**config.mk**
```make
export PLATFORM = sky130hd
export DESIGN_NAME = sram_request_arbiter_flat
export DESIGN_NICKNAME = d
export VERILOG_FILES = /design/src/rtl/sram_request_arbiter_pkg.sv /design/src/rtl/sram_request_arbiter_if.sv /design/src/rtl/sram_request_arbiter_rr_pick.sv /design/src/rtl/sram_request_arbiter.sv /design/src/flat_wrapper.sv
export SDC_FILE = /design/constraint.sdc
export NUM_CORES = 1
export LEC_CHECK = 0
export CORE_MARGIN = 2
export CORE_UTILIZATION = 35
export CTS_CLUSTER_DIAMETER = 80
export DETAILED_ROUTE_END_ITERATION = 8
export GPL_TIMING_DRIVEN = 0
export PLACE_DENSITY = 0.84
export RECOVER_POWER = 50
export SLEW_MARGIN = 20
export SYNTH_ARGS = -nofsm -noshare
export SYNTH_HDL_FRONTEND = slang
export SYNTH_HIERARCHICAL = 1
export SYNTH_SLANG_ARGS = --single-unit
```
**constraint.sdc**
```tcl
create_clock -name clk -period 3.6 [get_ports clk]
set_input_delay 0.54 -clock clk [delete_from_list [all_inputs] [get_ports clk]]
set_output_delay 0.54 -clock clk [all_outputs]
set_load 0.01 [all_outputs]
```
**src/rtl/sram_request_arbiter_pkg.sv**
```systemverilog
// Shared types for the two-port SRAM request arbiter: FSM states,
// requester port ids and the operation encoding.
package sram_arb_pkg;

  typedef enum logic [1:0] {
    IDLE = 2'd0,
    BUSY = 2'd1,
    DONE = 2'd2
  } state_t;

  localparam logic P0 = 1'b0;  // MEM-stage data access
  localparam logic P1 = 1'b1;  // instruction-fetch refill

  typedef enum logic {
    OP_RD = 1'b0,
    OP_WR = 1'b1
  } op_t;

  // A requester raising rd and wr together is serviced as a write.
  function automatic op_t op_of(input logic wr);
    return wr ? OP_WR : OP_RD;
  endfunction

endpackage

```
**src/rtl/sram_request_arbiter_if.sv**
```systemverilog
// Bundle of the requester-side and controller-side signals of the arbiter.
// slave = arbiter view, master = view of whoever drives requests and the
// controller responses.
interface sram_request_arbiter_if #(
  parameter int ADDR_W = 32,
  parameter int DATA_W = 32
);
  logic              r0_rd;
  logic              r0_wr;
  logic [ADDR_W-1:0] r0_addr;
  logic [DATA_W-1:0] r0_wdata;
  logic              r0_done;

  logic              r1_rd;
  logic              r1_wr;
  logic [ADDR_W-1:0] r1_addr;
  logic [DATA_W-1:0] r1_wdata;
  logic              r1_done;

  logic [DATA_W-1:0] rd_data;

  logic              mem_rd_en;
  logic              mem_wr_en;
  logic [ADDR_W-1:0] mem_addr;
  logic [DATA_W-1:0] mem_wdata;
  logic [DATA_W-1:0] mem_rdata;
  logic              mem_ready;

  logic              err_timeout;

  modport slave (
    input  r0_rd, r0_wr, r0_addr, r0_wdata,
    input  r1_rd, r1_wr, r1_addr, r1_wdata,
    input  mem_rdata, mem_ready,
    output r0_done, r1_done, rd_data,
    output mem_rd_en, mem_wr_en, mem_addr, mem_wdata,
    output err_timeout
  );

  modport master (
    output r0_rd, r0_wr, r0_addr, r0_wdata,
    output r1_rd, r1_wr, r1_addr, r1_wdata,
    output mem_rdata, mem_ready,
    input  r0_done, r1_done, rd_data,
    input  mem_rd_en, mem_wr_en, mem_addr, mem_wdata,
    input  err_timeout
  );
endinterface

```
**src/rtl/sram_request_arbiter_rr_pick.sv**
```systemverilog
// Combinational two-way round-robin picker: a lone requester wins,
// a tie goes to the port that did not win last time.
module sram_rr_pick
  import sram_arb_pkg::*;
(
  input  logic [1:0] req_i,
  input  logic       last_i,
  output logic       gnt_valid_o,
  output logic       gnt_id_o
);

  // Pick the winner from the current requests and the previous winner.
  always_comb begin
    gnt_valid_o = |req_i;
    gnt_id_o    = P0;
    if (req_i == 2'b11) begin
      gnt_id_o = ~last_i;
    end else if (req_i[1]) begin
      gnt_id_o = P1;
    end
  end

endmodule

```
**src/rtl/sram_request_arbiter.sv**
```systemverilog
// Shares one SRAM controller port between the MEM-stage requester (port 0)
// and the fetch-refill requester (port 1). One transaction in flight at a
// time; a watchdog ends a transaction whose ready never arrives.
module sram_request_arbiter
  import sram_arb_pkg::*;
#(
  parameter int ADDR_W  = 32,
  parameter int DATA_W  = 32,
  parameter int TIMEOUT = 15
) (
  input logic                   clk,
  input logic                   rst,
  sram_request_arbiter_if.slave bus
);

  localparam int              WD_W     = $clog2(TIMEOUT + 1);
  localparam logic [WD_W-1:0] WD_LIMIT = WD_W'(TIMEOUT);

  state_t            state_q,   state_d;
  logic              last_q,    last_d;
  logic              gnt_q,     gnt_d;
  op_t               op_q,      op_d;
  logic              rd_en_q,   rd_en_d;
  logic              wr_en_q,   wr_en_d;
  logic [ADDR_W-1:0] addr_q,    addr_d;
  logic [DATA_W-1:0] wdata_q,   wdata_d;
  logic [DATA_W-1:0] rd_data_q, rd_data_d;
  logic              done0_q,   done0_d;
  logic              done1_q,   done1_d;
  logic [WD_W-1:0]   wd_q,      wd_d;
  logic              err_q,     err_d;

  logic [1:0]        req;
  logic              gnt_valid;
  logic              gnt_id;
  logic              win_wr;
  logic [ADDR_W-1:0] win_addr;
  logic [DATA_W-1:0] win_wdata;

  assign req = {bus.r1_rd | bus.r1_wr, bus.r0_rd | bus.r0_wr};

  sram_rr_pick u_pick (
    .req_i       (req),
    .last_i      (last_q),
    .gnt_valid_o (gnt_valid),
    .gnt_id_o    (gnt_id)
  );

  assign win_wr    = (gnt_id == P1) ? bus.r1_wr    : bus.r0_wr;
  assign win_addr  = (gnt_id == P1) ? bus.r1_addr  : bus.r0_addr;
  assign win_wdata = (gnt_id == P1) ? bus.r1_wdata : bus.r0_wdata;

  // Next-state and datapath capture; done pulses default low so they last
  // exactly the DONE cycle.
  always_comb begin
    state_d   = state_q;
    last_d    = last_q;
    gnt_d     = gnt_q;
    op_d      = op_q;
    rd_en_d   = rd_en_q;
    wr_en_d   = wr_en_q;
    addr_d    = addr_q;
    wdata_d   = wdata_q;
    rd_data_d = rd_data_q;
    done0_d   = 1'b0;
    done1_d   = 1'b0;
    wd_d      = wd_q;
    err_d     = err_q;

    case (state_q)
      IDLE: begin
        if (gnt_valid) begin
          gnt_d   = gnt_id;
          op_d    = op_of(win_wr);
          rd_en_d = (op_of(win_wr) == OP_RD);
          wr_en_d = (op_of(win_wr) == OP_WR);
          addr_d  = win_addr;
          wdata_d = win_wdata;
          wd_d    = '0;
          state_d = BUSY;
        end
      end
      BUSY: begin
        if (bus.mem_ready || (wd_q == WD_LIMIT)) begin
          rd_en_d = 1'b0;
          wr_en_d = 1'b0;
          if (bus.mem_ready) begin
            if (op_q == OP_RD) rd_data_d = bus.mem_rdata;
          end else begin
            err_d = 1'b1;  // watchdog expiry; rd_data left untouched
          end
          done0_d = (gnt_q == P0);
          done1_d = (gnt_q == P1);
          last_d  = gnt_q;
          state_d = DONE;
        end else begin
          // Reaching WD_LIMIT always leaves BUSY, so the count stops there
          // and never wraps.
          wd_d = wd_q + 1'b1;
        end
      end
      DONE: begin
        // Enables stay low for this cycle so the controller re-arms.
        state_d = IDLE;
      end
      default: state_d = IDLE;
    endcase
  end

  // State and output registers; reset also drops the enables, aborting the
  // controller mid-transaction.
  always_ff @(posedge clk or posedge rst) begin
    if (rst) begin
      state_q   <= IDLE;
      last_q    <= P1;
      gnt_q     <= P0;
      op_q      <= OP_RD;
      rd_en_q   <= 1'b0;
      wr_en_q   <= 1'b0;
      addr_q    <= '0;
      wdata_q   <= '0;
      rd_data_q <= '0;
      done0_q   <= 1'b0;
      done1_q   <= 1'b0;
      wd_q      <= '0;
      err_q     <= 1'b0;
    end else begin
      state_q   <= state_d;
      last_q    <= last_d;
      gnt_q     <= gnt_d;
      op_q      <= op_d;
      rd_en_q   <= rd_en_d;
      wr_en_q   <= wr_en_d;
      addr_q    <= addr_d;
      wdata_q   <= wdata_d;
      rd_data_q <= rd_data_d;
      done0_q   <= done0_d;
      done1_q   <= done1_d;
      wd_q      <= wd_d;
      err_q     <= err_d;
    end
  end

  assign bus.mem_rd_en   = rd_en_q;
  assign bus.mem_wr_en   = wr_en_q;
  assign bus.mem_addr    = addr_q;
  assign bus.mem_wdata   = wdata_q;
  assign bus.rd_data     = rd_data_q;
  assign bus.r0_done     = done0_q;
  assign bus.r1_done     = done1_q;
  assign bus.err_timeout = err_q;

endmodule

```
**src/flat_wrapper.sv**
```systemverilog
// flat-port wrapper written by rule: the top's interface ports become plain ports
module sram_request_arbiter_flat import sram_arb_pkg::*;
#(
  parameter int ADDR_W  = 32,
  parameter int DATA_W  = 32,
  parameter int TIMEOUT = 15
)
  (clk, rst, bus_r0_rd, bus_r0_wr, bus_r0_addr, bus_r0_wdata, bus_r1_rd, bus_r1_wr, bus_r1_addr, bus_r1_wdata, bus_mem_rdata, bus_mem_ready, bus_r0_done, bus_r1_done, bus_rd_data, bus_mem_rd_en, bus_mem_wr_en, bus_mem_addr, bus_mem_wdata, bus_err_timeout);
  sram_request_arbiter_if #(.ADDR_W(ADDR_W), .DATA_W(DATA_W)) bus_i ();
  input logic clk;
  input logic rst;
  input wire logic [$bits(bus_i.r0_rd)-1:0] bus_r0_rd;
  input wire logic [$bits(bus_i.r0_wr)-1:0] bus_r0_wr;
  input wire logic [$bits(bus_i.r0_addr)-1:0] bus_r0_addr;
  input wire logic [$bits(bus_i.r0_wdata)-1:0] bus_r0_wdata;
  input wire logic [$bits(bus_i.r1_rd)-1:0] bus_r1_rd;
  input wire logic [$bits(bus_i.r1_wr)-1:0] bus_r1_wr;
  input wire logic [$bits(bus_i.r1_addr)-1:0] bus_r1_addr;
  input wire logic [$bits(bus_i.r1_wdata)-1:0] bus_r1_wdata;
  input wire logic [$bits(bus_i.mem_rdata)-1:0] bus_mem_rdata;
  input wire logic [$bits(bus_i.mem_ready)-1:0] bus_mem_ready;
  output wire logic [$bits(bus_i.r0_done)-1:0] bus_r0_done;
  output wire logic [$bits(bus_i.r1_done)-1:0] bus_r1_done;
  output wire logic [$bits(bus_i.rd_data)-1:0] bus_rd_data;
  output wire logic [$bits(bus_i.mem_rd_en)-1:0] bus_mem_rd_en;
  output wire logic [$bits(bus_i.mem_wr_en)-1:0] bus_mem_wr_en;
  output wire logic [$bits(bus_i.mem_addr)-1:0] bus_mem_addr;
  output wire logic [$bits(bus_i.mem_wdata)-1:0] bus_mem_wdata;
  output wire logic [$bits(bus_i.err_timeout)-1:0] bus_err_timeout;
  assign bus_i.r0_rd = bus_r0_rd;
  assign bus_i.r0_wr = bus_r0_wr;
  assign bus_i.r0_addr = bus_r0_addr;
  assign bus_i.r0_wdata = bus_r0_wdata;
  assign bus_i.r1_rd = bus_r1_rd;
  assign bus_i.r1_wr = bus_r1_wr;
  assign bus_i.r1_addr = bus_r1_addr;
  assign bus_i.r1_wdata = bus_r1_wdata;
  assign bus_i.mem_rdata = bus_mem_rdata;
  assign bus_i.mem_ready = bus_mem_ready;
  assign bus_r0_done = bus_i.r0_done;
  assign bus_r1_done = bus_i.r1_done;
  assign bus_rd_data = bus_i.rd_data;
  assign bus_mem_rd_en = bus_i.mem_rd_en;
  assign bus_mem_wr_en = bus_i.mem_wr_en;
  assign bus_mem_addr = bus_i.mem_addr;
  assign bus_mem_wdata = bus_i.mem_wdata;
  assign bus_err_timeout = bus_i.err_timeout;
  sram_request_arbiter #(.ADDR_W(ADDR_W), .DATA_W(DATA_W), .TIMEOUT(TIMEOUT)) u_core (.clk(clk), .rst(rst), .bus(bus_i));
endmodule
```
* After elaboration in Yosys (flattened, before gate mapping)
Cells that the tools add are included.
** Operators by class
- Multiplexer cells :: 21
- Bitwise gates (word level) :: 7
- Equal/unequal tests :: 6
- Reduce and logical (&&, ||, !) cells :: 11
- $add $sub $neg :: 1
** Operators with widths (number)
- 2-to-1 mux 32 bit :: 2
- 2-to-1 mux 1 bit :: 11
- AND reduction 3 bit :: 3
- 2-to-1 mux 4 bit :: 2
- one-hot mux 4 bit (2 select lines) :: 1
- AND reduction 2 bit :: 3
- inverter 1 bit :: 5
- adder 4 x 1 -> 4 bit (second input constant) :: 1
- equality test 4 bit (second input constant) :: 1
- 2-to-1 mux 2 bit :: 2
- inequality test 2 x 1 -> 1 bit (second input constant) :: 2
- one-hot mux 1 bit (2 select lines) :: 2
- one-hot mux 2 bit (2 select lines) :: 1
- AND reduction 4 bit :: 1
- equality test 2 x 1 -> 1 bit (second input constant) :: 1
- equality test 2 bit (second input constant) :: 1
- logical NOT 2 bit :: 1
- inequality test 2 bit (second input constant) :: 1
- bitwise OR 1 bit :: 2
- nonzero test 2 bit :: 1
- OR reduction 2 bit :: 1
- logical OR 1 bit :: 1
** Storage, ports and cells
- Register bits :: 110
- Input port bits :: 167
- Word-level logic and storage cells :: 59

* Logic depth before layout (Yosys ltp)
Gate-level depths: netlist of run 1.
- Depth after elaboration :: 8
- Gate-level depth with buffers :: 8

* Cells and area by module
Netlist of run 1, hierarchy kept.
** Modules (own cells, without submodules)
- sram_request_arbiter :: sequential area each 2753.9 um2, area each 4742.0 um2, instances 1, cells an instance 402
- sram_rr_pick :: sequential area each 0.0 um2, area each 13.8 um2, instances 1, cells an instance 2

* Worst setup path before layout of run 1
Ideal clock, no wire load.
- Path kind :: in2reg
- Start :: input bus_r0_wr
- End :: register u_core.addr_q[0] (netlist: u_core/bus.mem_addr[0])
- Arrival time :: 1.818 ns
- Setup slack :: 1.649 ns
- Stages :: 7
- Cells stage by stage :: or2_2 a21boi_1 clkbuf_1 buf_2 buf_2 mux2i_1 o21ai_0
** On the way
- Word-level cells in the longest chain between the ends :: 4
** Ends and longest elaborated chain
- from (decl) :: line flat_wrapper.sv:13 : input wire logic [$bits(bus_i.r0_wr)-1:0] bus_r0_wr;
- bitwise OR 1 bit :: line sram_request_arbiter.sv:40 : assign req = {bus.r1_rd | bus.r1_wr, bus.r0_rd | bus.r0_wr};
- equality test 2 bit :: line sram_request_arbiter_rr_pick.sv:16 : if (req_i == 2'b11) begin
- 2-to-1 mux 1 bit :: line sram_request_arbiter_rr_pick.sv:16
- named net u_core.gnt_id :: line sram_request_arbiter.sv:35 : logic gnt_id;
- 2-to-1 mux 32 bit :: line sram_request_arbiter.sv:50 : assign win_addr = (gnt_id == P1) ? bus.r1_addr : bus.r0_addr;
- to (signal assigned) :: line sram_request_arbiter.sv:134 : addr_q <= addr_d;
- to (decl) :: line sram_request_arbiter.sv:25 : logic [ADDR_W-1:0] addr_q, addr_d;
The timed path passes the listed nets, and every way through them passes these cells.
A chain may end at the register's enable or synchronous reset.

* Final worst setup path of run 1
- Start :: input bus_r0_wr
- End :: register u_core.wdata_q[2] (netlist: u_core/bus.mem_wdata[2])
** On the way
- Word-level cells in the longest chain between the ends :: 4
** Ends and longest elaborated chain
- bitwise OR 1 bit :: line sram_request_arbiter.sv:40
- named net u_core.req[0] :: line sram_request_arbiter.sv:33 : logic [1:0] req;
- equality test 2 bit :: line sram_request_arbiter_rr_pick.sv:16
- 2-to-1 mux 1 bit :: line sram_request_arbiter_rr_pick.sv:16
- named net u_core.gnt_id :: line sram_request_arbiter.sv:35
- 2-to-1 mux 32 bit :: line sram_request_arbiter.sv:51 : assign win_wdata = (gnt_id == P1) ? bus.r1_wdata : bus.r0_wdata;
- to (signal assigned) :: line sram_request_arbiter.sv:135 : wdata_q <= wdata_d;
- to (decl) :: line sram_request_arbiter.sv:26 : logic [DATA_W-1:0] wdata_q, wdata_d;
The timed path passes the listed nets, and every way through them passes these cells.

==> summary.md, run 1 <==
| Metric | Value |
|---|---|
| Die Ht | `between 100 and 150 um` |
| Clk root buf | `clkbuf_16` |
| Full die area | `roughly 15,000 sq um` |
| RSZ-0062 raised after global routing | `false` |
| Remaining DRCs | `0` |
| Final Max Slew Viols | `0` |
| Int Power | `just over 4 mW` |
| Pre-antenna DRT Iters | `4` |
| Sw Share | `0.347` |
| Total power | `around 6.2 mW` |
| Core Area | `between 10,000 and 15,000 sq um` |
| Most common cell in the netlist | `dfrtp_1` |
| ANT cells | `0` |
| Buffers on Ports | `between 200 and 300` |
| Largest area contributor in the netlist | `dfrtp_1` |
| Synthesis Warnings | `6` |
| Final-layout fill cell count | `1,089` |
| Initial DRC count | `192` |
| Crit path time final | `between 2000 and 2500 ps` |
| Setup_tns | `0 ps` |
| Final GP Congestion | `0.816` |
| Worst path bufs/invs | `4` |
| Switching pwr | `2.16 mW` |
| Cell variety after synth | `30` |
| Gate Count Post-Synth | `404` |
| Worst setup EP type | `flop` |
| Clock transition at path regs | `around 70 ps` |
| Initial Util | `0.359` |
| Worst setup SP type | `input pin` |
| Hold_buf cts | `0` |
| Post-Syn Area | `4760 sq um` |
| CTS tree | `built` |
| Layout area overhead | `66.8%` |
| Tot GR Track Use | `0.201` |
| Critical path, cell by cell | `clkdlybuf4s50_1, or2_2, a21boi_1, clkbuf_1, buf_2, buf_2, mux2i_1, o21ai_0` |
| H-tree depth | `3` |
| Setup violators final | `0` |
| Initial antenna violation count | `0` |
| Combinational Power Share | `0.488` |
| Clock power frac | `0.164` |
| Leakage | `about 3.5 nW` |
| Ranking of synthesized cells by area | `dfrtp_1, mux2i_1, mux2_2` |
| Most frequent CP cell | `buf_2` |
| Share of layout cells above drive strength 1 | `0.103` |
| Outcome | `finished, final reports clean` |
| Buffers inserted by post-CTS timing repair | `0` |
| Seq/Total Area, Yosys | `0.579` |
| Via density | `approximately 4.8` |
| Total number of vias | `4,114` |
| Dpl hpwl | `11,600 um` |
| Critical path's slowest cell | `clkdlybuf4s50_1` |
| Crit path max-delay family | `buffers and inverters` |
| CP Max Fanout | `10` |
| Design area | `between 7000 and 8000 sq um` |
| Die width | `121 um` |
| Max transition margin | `0.145` |
| Routed WL | `between 10,000 and 15,000 um` |
| Ys flop type | `dfrtp_1` |
| Clock Tree Buf Depth | `2` |
| DP Area | `about 7700 sq um` |
| Critical Path RT | `between 3000 and 4000 ps` |
| #FFs+latches synth | `between 100 and 150` |
| Sequential power share | `0.348` |
| Antenna viol nets, final | `0` |
| Largest net degree at the start of global routing | `60` |
| Max-capacitance violation count | `0` |
| EDFF count, synth | `0` |
| Num rows | `42` |
| Ys async rst share | `1.00` |
| Top cells by count, synth | `dfrtp_1, nand2_1, o21ai_0, mux2i_1, mux2_2` |
| Final #Nets | `851` |
| Post_cts resized | `0` |
| Syn Nets | `572` |
| Skew-Pair Late Insertion Delay | `340 ps` |
| Number of global-route vias before repair | `4,463` |
| Skew final | `between 7 and 8 ps` |
| P per Cell Area | `between 700 and 800 nW/um^2` |
| CTS Sinks | `110` |
| Peak Freq | `approximately 0.41 GHz` |
| Gr ovfl total | `0` |
| WL/cell | `16.9 um` |
| Total CTS buffers | `9` |
| CP max stage delay | `about 420 ps` |
| Maximum vdd drop | `roughly 0.33 mV` |
| Synth Area per Inst | `around 12 sq um` |
| Synth top area share | `0.574` |
| Worst Tran Pin Value | `1280 ps` |
| R2r setup slk | `approximately 1300 ps` |
| Min-delay worst type | `reg2reg` |
| Ports | `roughly 270` |
| Final hold violation count | `0` |
| CP Class | `in2reg` |
| Worst Path Arrival | `2660 ps` |
| Fin crit share | `0.684` |
| First-pass GRT wire length | `around 22,000 um` |
## state kept, by name, indices dropped and copies added, names as in the netlist
register / flops
u_core/state_q: 2
u_core/bus.r0_done: 1
u_core/bus.mem_rd_en: 1
u_core/bus.mem_wdata: 32
u_core/last_q: 1
u_core/gnt_q: 1
u_core/bus.rd_data: 32
u_core/bus.mem_wr_en: 1
u_core/bus.r1_done: 1
u_core/bus.err_timeout: 1
u_core/op_q: 1
u_core/bus.mem_addr: 32
u_core/wd_q: 4
## per-stage QoR
stage | instances | hold WS [ps] | utilization | setup WS, ps
after floorplan | 404 | 440 | - | 159
after global placement | 847 | 463 | 0.578 | -1260
after detailed placement | 848 | 469 | 0.580 | 745
after CTS | 864 | 484 | 0.603 | 1110
after global routing | 864 | 498 | 0.599 | 819
final | 864 | 477 | 0.599 | 1140
## worst paths after layout
check,start,end,depth (start not counted)
min in group asynchronous,rst,u_core/bus.mem_wdata[4],2
hold reg to reg,u_core/bus.mem_wdata[11],u_core/bus.mem_wdata[11],2
setup / recovery,bus_r0_wr,u_core/bus.mem_wdata[2],8
max in group asynchronous,rst,u_core/bus.mem_addr[16],3
hold / removal,u_core/bus.mem_wdata[11],u_core/bus.mem_wdata[11],2
setup reg to reg,u_core/state_q[1],u_core/bus.rd_data[17],5
## metal layers
layer	track usage	vias to the layer above	wire length, um
met5	0	-	0
met4	0.0596	0	170
met3	0.0623	10	1380
met2	0.379	188	7730
met1	0.214	1954	5300
li1	-	1962	-
## layout by cell type (no fill, tap or decap), types with 2 or more instances in the layout
cell type        instances
mux2_2                  33
a21oi_1                  4
clkdlybuf4s50_1        248
or2_2                    2
buf_2                   14
and3_1                   2
dfrtp_1                109
clkbuf_8                 2
dlygate4sd3_1           19
nand3_1                  2
buf_6                    3
nand2_1                 71
inv_6                    3
nor3b_1                  3
mux2i_1                 65
o21ai_0                 67
clkbuf_1                11
o21a_1                   3
clkbuf_16                9
## worst register-to-register path, stage by stage, from the launching register on
cell and delay, ps:
dfrtp_1 420, nand2b_1 170, buf_6 130, nor3b_1 520
clkbuf_1 520, mux2_2 400
## power groups by stage
stage | clock network (mW) | logic, mW | registers, mW
after floorplan | 0 | 1.16 | 2.43
after global placement | 0 | 3.06 | 2.17
after detailed placement | 0 | 3.14 | 2.20
after CTS | 1.05 | 3.15 | 2.19
after global routing | 1.11 | 3.29 | 2.26
final | 1.02 | 3.05 | 2.17
## cell type report
type                       count  area, sq um  area share
buffer                        27          141      0.0178
inverter                       2         12.5     0.00158
timing repair buffer         268         2680       0.337
sequential                   110         2750       0.347
clock inverter                 4         52.6     0.00662
tap                          176          220      0.0278
clock buffer                  12          256      0.0323
multi-input combinational    265         1820       0.229
## logic make-up after synthesis
kind of cell,after synthesis,synth area share
flops,110,0.579
mux,98,0.215
simple gates,86,0.0781
compound gates,80,0.0892
buf+inv,29,0.0360
fa+ha+maj,1,0.00263
No activity file was read; power rests on OpenSTA's default activity.
==> run 2: changes to the inputs <==
- clock period: 3.6 -> 2.2 ns (I/O delays scaled with it)
==> run 2 against run 1 <==
Total power is 65% higher. Combinational power is 64% higher. Core utilization is 0.60 points higher. Sequential power is 64% higher. Register-to-register slack worse by 960 ps. Flip-flop and latch count stayed put. Worst hold slack worse by 52 ps. Routed wire length is 1.2% higher. Clock skew is 0.89 ps lower. Clock power is 70% higher.
==> summary.md, run 2 (same netlist as run 1, synthesis figures left out) <==
| Metric | Value |
|---|---|
| Design area | `8010 sq um (+0.99%)` |
| CTS tree | `built` |
| CP Max Fanout | `10 (unchanged)` |
| Outcome | `finished, final reports clean` |
| Layout area overhead | `68.5%` |
| Fin crit share | `0.978` |
| Core Area | `13,200 sq um (unchanged)` |
| Initial antenna violation count | `0 (unchanged)` |
| P per Cell Area | `1280 nW/um^2 (+63%)` |
| Die Ht | `121 um (unchanged)` |
| Die width | `121 um (unchanged)` |
| Pre-antenna DRT Iters | `4 (unchanged)` |
| Final #Nets | `853 (+0.24%)` |
| Min-delay worst type | `in2async` |
| Most frequent cells in the layout | `clkdlybuf4s50_1, dfrtp_1, nand2_1` |
| WL/cell | `17.1 um (+1.1%)` |
| Ports | `268 (unchanged)` |
| Full die area | `14,500 sq um (unchanged)` |
| Worst path bufs/invs | `3 (-1)` |
| Crit. Startpoint | `bus_r1_wr` |
| H-tree depth | `3 (unchanged)` |
| Critical Path RT | `2390 ps (-1410 ps)` |
| Total number of vias | `4,164 (+1.2%)` |
| Setup_tns | `0 ps (unchanged)` |
| Antenna viol nets, final | `0 (unchanged)` |
| Clock Tree Buf Depth | `2 (unchanged)` |
| Share of layout cells above drive strength 1 | `0.112 (+0.00856)` |
| Buffers on Ports | `267 (unchanged)` |
| Critical Path Sink | `u_core/bus.mem_addr[21]` |
| Maximum vdd drop | `0.574 mV (+76%)` |
| Initial DRC count | `237 (+23%)` |
| Initial Util | `0.359 (unchanged)` |
| Clk root buf | `clkbuf_16` |
| Setup violators final | `0 (unchanged)` |
| Total CTS buffers | `9 (unchanged)` |
| Sw Share | `0.345 (-0.00188)` |
| Fin util | `0.605 (+0.00595)` |
| CP Class | `in2reg` |
| Final GP Congestion | `0.810 (-0.77%)` |
| Combinational Power Share | `0.486 (-0.002)` |
| FF-to-FF End | `u_core/bus.rd_data[18]` |
| Final hold violation count | `0 (unchanged)` |
| Crit path time final | `between 2000 and 2500 ps` |
| Num rows | `42 (unchanged)` |
| Skew final | `6.60 ps (-0.886 ps)` |
| First-pass GRT wire length | `22,900 um (+1.7%)` |
| DP Area | `7710 sq um (+0.41%)` |
| Sequential power share | `0.346 (-0.002)` |
| Routed WL | `14,800 um (+1.2%)` |
| Final-layout fill cell count | `1,090 (+0.092%)` |
| CTS Sinks | `110 (unchanged)` |
| Hold slack final | `425 ps (-52.1 ps)` |
| ANT cells | `0 (unchanged)` |
| Max transition margin | `0.434 (+0.288)` |
| Critical path's slowest cell | `clkbuf_1` |
| Critical path, cell by cell | `clkdlybuf4s50_1, or2_2, or2_1, or3b_1, buf_2, clkbuf_1, o21ai_0` |
| CP max stage delay | `460 ps (+40 ps)` |
| Int Power | `6.73 mW (+65%)` |
| Worst setup SP type | `input pin` |
| Largest net degree at the start of global routing | `36 (-40%)` |
| RSZ-0062 raised after global routing | `true` |
| Crit path max-delay family | `buffers and inverters` |
| Clock power frac | `0.169 (+0.005)` |
| Remaining DRCs | `0 (unchanged)` |
| Worst Tran Pin Value | `849 ps (-432 ps)` |
| Commonest non-fill, non-tap cell in the layout | `clkdlybuf4s50_1` |
| Dpl hpwl | `11,900 um (+2.2%)` |
| Number of global-route vias before repair | `4,525 (+1.4%)` |
| Max-capacitance violation count | `0 (unchanged)` |
| R2r setup slk | `350 ps (-960 ps)` |
| Leakage | `3.56 nW (+1.7%)` |
| Final Max Slew Viols | `0 (unchanged)` |
| Worst setup EP type | `flop` |
| Buffers inserted by post-CTS timing repair | `0 (unchanged)` |
| Critical path depth | `7 (-1)` |
| Number of cells on the worst reg-to-reg path | `5 (unchanged)` |
| Tot GR Track Use | `0.204 (+0.00298)` |
| Clock transition at path regs | `70 ps (about the same)` |
| Via density | `4.81 (+1.1%)` |
| R2R Path Start | `u_core/state_q[1]` |
| Worst Path Arrival | `2340 ps (-320 ps)` |
| Skew-Pair Late Insertion Delay | `340 ps (about the same)` |
| Gr ovfl total | `0 (unchanged)` |
| Peak Freq | `0.465 GHz` |
| Switching pwr | `3.55 mW (+64%)` |
run 2: repair_timing:
action	in CTS	in global routing
setup endpoints to repair	22	8
hold buffers	0	0
resized for setup	5	3
gates cloned	0	0
run 2: worst min-delay path by stage:
stage                               endpoint  slack, ps  cells past startpoint
floorplan                 u_core/bus.r0_done        440                      1
global placement      u_core/bus.mem_addr[1]        460                      2
detailed placement  u_core/bus.mem_wdata[18]        470                      2
CTS                   u_core/bus.rd_data[10]        270                      2
global route          u_core/bus.rd_data[10]        440                      2
finish                u_core/bus.rd_data[14]        430                      2
run 2: layout make-up:
class,instances,area [sq um],area share
buffer,27,183,0.0228
clock buffer,11,253,0.0315
clock inverter,4,70.1,0.00874
inverter,2,8.76,0.00109
multi-input combinational,265,1820,0.228
sequential,110,2750,0.344
tap,176,220,0.0275
timing repair buffer,270,2700,0.337
run 2: routing by layer:
layer | vias up | wire (um) | GRT usage
li1 | 1962 | - | -
met1 | 1983 | 5530 | 0.224
met2 | 205 | 7710 | 0.379
met3 | 14 | 1300 | 0.0575
met4 | 0 | 214 | 0.0640
met5 | - | 0 | 0
run 2: metrics by stage:
stage / setup WS, ps / cells / power (mW)
after detailed placement: -486 / 850 / 8.78
after global placement: -457 / 847 / 8.56
after global routing: -18.1 / 865 / 11.0
after floorplan: 459 / 404 / 5.86
final: 49.3 / 865 / 10.3
after CTS: 72.4 / 865 / 10.6
run 2: power groups by stage:
stage / Clock, mW / Sequential, mW / Combinational [mW]
2_1_floorplan: 0 / 3.97 / 1.89
3_3_place_gp: 0 / 3.55 / 5.01
3_5_place_dp: 0 / 3.62 / 5.16
4_1_cts: 1.78 / 3.59 / 5.20
5_1_grt: 1.87 / 3.69 / 5.41
6_report: 1.73 / 3.56 / 4.99
